==> config.mk <==
export PLATFORM = sky130hd
export DESIGN_NAME = cnt_arbiter
export DESIGN_NICKNAME = d
export VERILOG_FILES = /design/src/rtl/cnt_arbiter_pkg.sv /design/src/rtl/cnt_arbiter_rr_arb.sv /design/src/rtl/cnt_arbiter.sv
export SDC_FILE = /design/constraint.sdc
export NUM_CORES = 1
export LEC_CHECK = 0
export CAP_MARGIN = 20
export CORE_MARGIN = 10
export CORE_UTILIZATION = 40
export DETAILED_ROUTE_END_ITERATION = 8
export PLACE_DENSITY = 0.85
export RECOVER_POWER = 50
export SLEW_MARGIN = 20
export SYNTH_ARGS = -nofsm -noshare
export SYNTH_HDL_FRONTEND = slang
export SYNTH_HIERARCHICAL = 1
export SYNTH_SLANG_ARGS = --single-unit
==> constraint.sdc <==
create_clock -name clk -period 2.3 [get_ports clk]
set_input_delay 0.46 -clock clk [delete_from_list [all_inputs] [get_ports clk]]
set_output_delay 0.46 -clock clk [all_outputs]
set_load 0.05 [all_outputs]
==> src/rtl/cnt_arbiter_pkg.sv <==
`default_nettype none
// ============================================================================
// Module   : cnt_arbiter_pkg
// Purpose  : Shared types and default sizing for the cnt_arbiter block.
//            Holds the scheduler state enum and the default requester count
//            and counter width.
// Revision : 1.0 - initial release
// ============================================================================
package cnt_arbiter_pkg;

    // Default number of requesters and counter / interval width
    localparam int c_DEF_NREQ = 4;
    localparam int c_DEF_W    = 8;

    // Scheduler states
    typedef enum logic [1:0] {
        ST_IDLE  = 2'd0,
        ST_COUNT = 2'd1,
        ST_DONE  = 2'd2
    } state_t;

endpackage : cnt_arbiter_pkg
`default_nettype wire

==> src/rtl/cnt_arbiter_rr_arb.sv <==
`default_nettype none
// ============================================================================
// Module   : rr_arb
// Purpose  : Combinational round-robin pick. Searches req_i starting at index
//            ptr_i, then ptr_i+1, ... wrapping modulo NREQ, and reports the
//            first requester found.
// Ports    : req_i    [NREQ-1:0]  request levels
//            ptr_i    [PW-1:0]    highest-priority index for this search
//            valid_o              at least one request present
//            winner_o [PW-1:0]    index of the selected requester
// Revision : 1.0 - initial release
// ============================================================================
module rr_arb
    import cnt_arbiter_pkg::*;
#(
    parameter int NREQ = c_DEF_NREQ,
    parameter int PW   = $clog2(NREQ)
) (
    input  logic [NREQ-1:0] req_i,
    input  logic [PW-1:0]   ptr_i,
    output logic            valid_o,
    output logic [PW-1:0]   winner_o
);

    always_comb begin
        valid_o  = 1'b0;
        winner_o = '0;
        // First hit in rotated order wins; later hits are masked by valid_o.
        for (int k = 0; k < NREQ; k++) begin
            if (!valid_o && req_i[PW'((int'(ptr_i) + k) % NREQ)]) begin
                valid_o  = 1'b1;
                winner_o = PW'((int'(ptr_i) + k) % NREQ);
            end
        end
    end

endmodule : rr_arb
`default_nettype wire

==> src/rtl/cnt_arbiter.sv <==
`default_nettype none
// ============================================================================
// Module   : cnt_arbiter
// Purpose  : Shared interval-counter scheduler. Arbitrates NREQ requesters
//            round-robin for one W-bit down-counter, loads the winner's
//            interval length, counts it down (pausable with hold) and returns
//            a one-cycle done pulse to the winner.
// Ports    : clk               clock, all state on rising edge
//            rst               asynchronous active-high reset
//            req  [NREQ-1:0]   per-requester request level
//            len  [NREQ*W-1:0] per-requester interval length, slice i*W +: W
//            hold              pauses the count while high
//            gnt  [NREQ-1:0]   registered one-hot grant
//            done [NREQ-1:0]   registered one-cycle completion pulse
//            busy              high whenever the scheduler is not idle
//            cnt  [W-1:0]      current counter value
// Revision : 1.0 - initial release
// ============================================================================
module cnt_arbiter
    import cnt_arbiter_pkg::*;
#(
    parameter int NREQ = c_DEF_NREQ,
    parameter int W    = c_DEF_W
) (
    input  logic              clk,
    input  logic              rst,
    input  logic [NREQ-1:0]   req,
    input  logic [NREQ*W-1:0] len,
    input  logic              hold,
    output logic [NREQ-1:0]   gnt,
    output logic [NREQ-1:0]   done,
    output logic              busy,
    output logic [W-1:0]      cnt
);

    localparam int c_PW = $clog2(NREQ);

    state_t            state_q, state_d;
    logic [W-1:0]      cnt_q,   cnt_d;
    logic [NREQ-1:0]   gnt_q,   gnt_d;
    logic [NREQ-1:0]   done_q,  done_d;
    logic [c_PW-1:0]   ptr_q,   ptr_d;
    logic [c_PW-1:0]   idx_q,   idx_d;

    logic              w_valid;
    logic [c_PW-1:0]   w_winner;
    logic [W-1:0]      w_len_win;

    rr_arb #(
        .NREQ (NREQ),
        .PW   (c_PW)
    ) u_rr_arb (
        .req_i    (req),
        .ptr_i    (ptr_q),
        .valid_o  (w_valid),
        .winner_o (w_winner)
    );

    assign w_len_win = len[int'(w_winner)*W +: W];

    always_comb begin
        state_d = state_q;
        cnt_d   = cnt_q;
        gnt_d   = gnt_q;
        done_d  = '0;
        ptr_d   = ptr_q;
        idx_d   = idx_q;

        case (state_q)
            ST_IDLE: begin
                gnt_d = '0;
                if (w_valid) begin
                    state_d = ST_COUNT;
                    cnt_d   = w_len_win;
                    gnt_d   = {{(NREQ-1){1'b0}}, 1'b1} << w_winner;
                    idx_d   = w_winner;
                    ptr_d   = (w_winner == c_PW'(NREQ-1)) ? '0 : w_winner + 1'b1;
                end
            end

            ST_COUNT: begin
                // Abort takes precedence over hold: a dropped request ends
                // the interval even while the count is paused.
                if (!req[idx_q]) begin
                    state_d = ST_IDLE;
                    gnt_d   = '0;
                end else if (!hold) begin
                    // len=0 loads 0 and is finished like len=1, so no wrap.
                    if (cnt_q <= W'(1)) begin
                        state_d = ST_DONE;
                        done_d  = gnt_q;
                    end else begin
                        cnt_d = cnt_q - W'(1);
                    end
                end
            end

            ST_DONE: begin
                state_d = ST_IDLE;
                gnt_d   = '0;
            end

            default: begin
                state_d = ST_IDLE;
                gnt_d   = '0;
            end
        endcase
    end

    always_ff @(posedge clk or posedge rst) begin
        if (rst) begin
            state_q <= ST_IDLE;
            cnt_q   <= '0;
            gnt_q   <= '0;
            done_q  <= '0;
            ptr_q   <= '0;
            idx_q   <= '0;
        end else begin
            state_q <= state_d;
            cnt_q   <= cnt_d;
            gnt_q   <= gnt_d;
            done_q  <= done_d;
            ptr_q   <= ptr_d;
            idx_q   <= idx_d;
        end
    end

    assign gnt  = gnt_q;
    assign done = done_q;
    assign busy = (state_q != ST_IDLE);
    assign cnt  = cnt_q;

endmodule : cnt_arbiter
`default_nettype wire

==> key figures <==
Routing
  – Initial drt markers: 157
  – Post-DRT Antenna Nets: 0
  – # DRC: 0
  – Vias per inst: 5.46
  – 1st-pass router iterations: 4
  – Vias: 1,441
  – Routed len/inst: 17.0 µm
  – Final WL: 4500 µm

Clock tree
  – CTS tree: built
  – Clock transition at the registers of the reported paths: 0.13 ns
  – Clock latency on the worst-skew pair: 0.33 ns
  – Clock buffer depth: 2
  – CTS buffer count: 3
  – Cts hold-fix bufs: 0
  – H-tree Lvls: 1
  – Sink Count: 22
  – Root Buffer: clkbuf_4

Cells and area
  – Nets: 264
  – Final-layout fill cell count: 288
  – Area grow syn2layout: 53.7%
  – Commonest non-fill, non-tap cells in the layout: 51 x clkdlybuf4s50_1, 22 x dfrtp_1, 20 x nand2_1
  – # diodes: 0
  – Commonest non-fill, non-tap cell in the layout: clkdlybuf4s50_1
  – Share of layout cells above drive strength 1: 0.229
  – Final instance count without filler cells: 264

Setup path
  – Req. time, crit path: 1.84 ns
  – Critical path buffers and inverters: 2
  – CP Depth: 3
  – R2R cell count: 8
  – Critical path, cell by cell: nor2_1 > inv_1 > clkdlybuf4s50_1
  – WS Path Type: register to primary output
  – Max incr delay on CP: 0.70 ns
  – Critical Path End Type: primary output
  – Slowest stage cell, crit path: clkdlybuf4s50_1
  – Worst Setup Start Kind: register
  – CP top delay family: buffers and inverters
  – Arrival time worst endpoint: 1.80 ns
  – Crit-path max FO: 6

Yosys
  – Ys Warns: 6
  – Mapped cell area: 1460 µm²
  – Post-synth top area share: 0.378
  – Yosys reg bits: 22
  – Synth Instances: 144
  – Area leader, netlist: dfrtp_1
  – Distinct cells, synth: 42
  – Ys flop type: dfrtp_1
  – Syn nets: 189
  – Fraction of registers with async set/reset: 1.00
  – Avg Inst Size Synth: 10.1 µm²
  – Sequential cell area fraction in the yosys report: 0.378
  – Synth area leaders: dfrtp_1 38%, mux4_2 12%, ha_1 5.2%, nand2_1 5.2%, a21oi_1 3.1%
  – Post-synth EDFFs: 0

Placed design
  – GP Congestion: 0.836
  – Buffers on Ports: 55
  – Dpl cells: 254
  – DP Worst Slack: -0.420 ns
  – Detail Placement HPWL: 3490 µm

Timing
  – Actual slew at the worst max-slew pin: 1.17 ns
  – Max Fclk: 443 MHz
  – Count of pins over their slew limit: 0
  – Final min period: 2.26 ns
  – Slew headroom: 0.222
  – Final hold vios: 0
  – Final worst setup slack: 0.0413 ns
  – Count of final setup violators: 0
  – Period utilisation layout: 0.982
  – Setup Skew: 0.00278 ns

Run status
  – Status: finished, final reports clean

Floorplan
  – Top Ports: 56
  – # rows: 21
  – Die area: 6450 µm²
  – Chip Height: 80.3 µm
  – Die width: 80.3 µm
  – Starting density of the core: 0.426
  – Core area: 3420 µm²

Global routing
  – Number of global-route vias before repair: 1,442
  – First-pass GRT wire length: 6960 µm
  – Overall track demand over capacity in global routing: 0.135
  – Initial antenna violation count: 0
  – Largest net degree at the start of global routing: 23
  – Grt ovf: 0

Power
  – Switching share of power: 0.478
  – Clock Power Share: 0.104
  – Pint: 0.00153 W
  – Peak VDD IR: 0.617 mV
  – Comb pwr share: 0.656
  – Switching component of the power: 0.00141 W
  – Static Leak: 0.991 nW
  – Seq pwr share: 0.239
  – Power Density: 1310 nW/µm²

Worst hold path
  – Tightest Hold Check Type: register to register
  – Hold depth: 1

Run
  – Max-cap check violation count: 0
==> state kept, by name, summed over array words and instances, names as in the netlist <==
register,cells
idx_q,2
cnt,8
ptr_q,2
done,4
gnt,4
state_q,2
==> final cells by class <==
type | instances | area [µm²] | area share
inverter | 12 | 45.0 | 0.0201
multi-input combinational | 105 | 831 | 0.371
tap | 46 | 57.6 | 0.0257
clock buffer | 3 | 22.5 | 0.0101
sequential | 22 | 551 | 0.246
timing repair buffer | 75 | 702 | 0.314
clock inverter | 1 | 30.0 | 0.0134
==> cell families after synthesis <==
group,Yosys count,share of synthesized area
AND/OR/NAND/NOR,48,0.168
flip-flops,22,0.378
buffers and inverters,17,0.0533
multiplexers,10,0.138
adder cells (fa/ha/maj),6,0.0515
AO/OA/AOI/OAI,41,0.210
==> timing repair <==
action / CTS / global route
endpoints found under the setup margin: 3 / 8
pin swaps: 2 / 3
setup buffers: 1 / 5
gates resized for setup: 2 / 2
==> layer usage <==
layer / wire length [µm] / track usage
met2: 2430 / 0.240
met3: 289 / 0.0278
met4: 111 / 0.0704
met5: 0 / 0
met1: 1660 / 0.146
==> worst reg2reg max path, stage by stage (launching register included) <==
cell and delay [ns]:
dfrtp_1 0.45, inv_2 0.06, a221o_1 0.31, a21oi_1 0.20, buf_6 0.18, mux4_2 0.52
nor2_2 0.13, a31o_2 0.13, a22oi_2 0.08
==> synth_stat cells (4+ instances only) <==
| cell | count |
|---|---|
| a22o_1 | 4 |
| inv_1 | 11 |
| o21ai_1 | 4 |
| ha_1 | 6 |
| dfrtp_1 | 22 |
| a21oi_1 | 9 |
| a21oi_2 | 5 |
| and3_1 | 4 |
| nor2_1 | 7 |
| o22ai_1 | 5 |
| mux4_2 | 8 |
| nand2_1 | 20 |
==> stage by stage <==
step	hold WS [ns]	util	setup TNS [ns]	instance area (µm²)	power [W]
final	0.551	0.655	0	2240	0.00294
after global placement	0.516	0.626	-2.63	2140	0.00245
after CTS	0.473	0.644	0	2200	0.00285
after detailed placement	0.521	0.626	-3.01	2140	0.00252
after global routing	0.573	0.655	-0.0541	2240	0.00310
after floorplan	0.449	-	0	1460	0.00195
==> final timing paths <==
kind | end | slack [ns] | startpoint
max | busy | 0.04 | state_q[1]$_DFFE_PP0P_
min | gnt[2]$_DFFE_PP0P_ | 0.55 | gnt[2]$_DFFE_PP0P_
max reg2reg | cnt[2]$_DFFE_PP0P_ | 0.11 | ptr_q[0]$_DFFE_PP0P_
min reg2reg | gnt[2]$_DFFE_PP0P_ | 0.55 | gnt[2]$_DFFE_PP0P_
max in group asynchronous | cnt[3]$_DFFE_PP0P_ | 0.68 | rst
min in group asynchronous | done[2]$_DFF_PP0_ | 0.93 | rst
==> power by group through the flow <==
stage                     Combinational (W)  Sequential [W]  Clock, W
after CTS                           0.00185        0.000695  0.000305
after detailed placement            0.00182        0.000703         0
after global placement              0.00176        0.000690         0
after global routing                0.00207        0.000721  0.000314
after floorplan                    0.000954        0.000997         0
final                               0.00193        0.000703  0.000307
No activity file was read; power rests on OpenSTA's default activity.
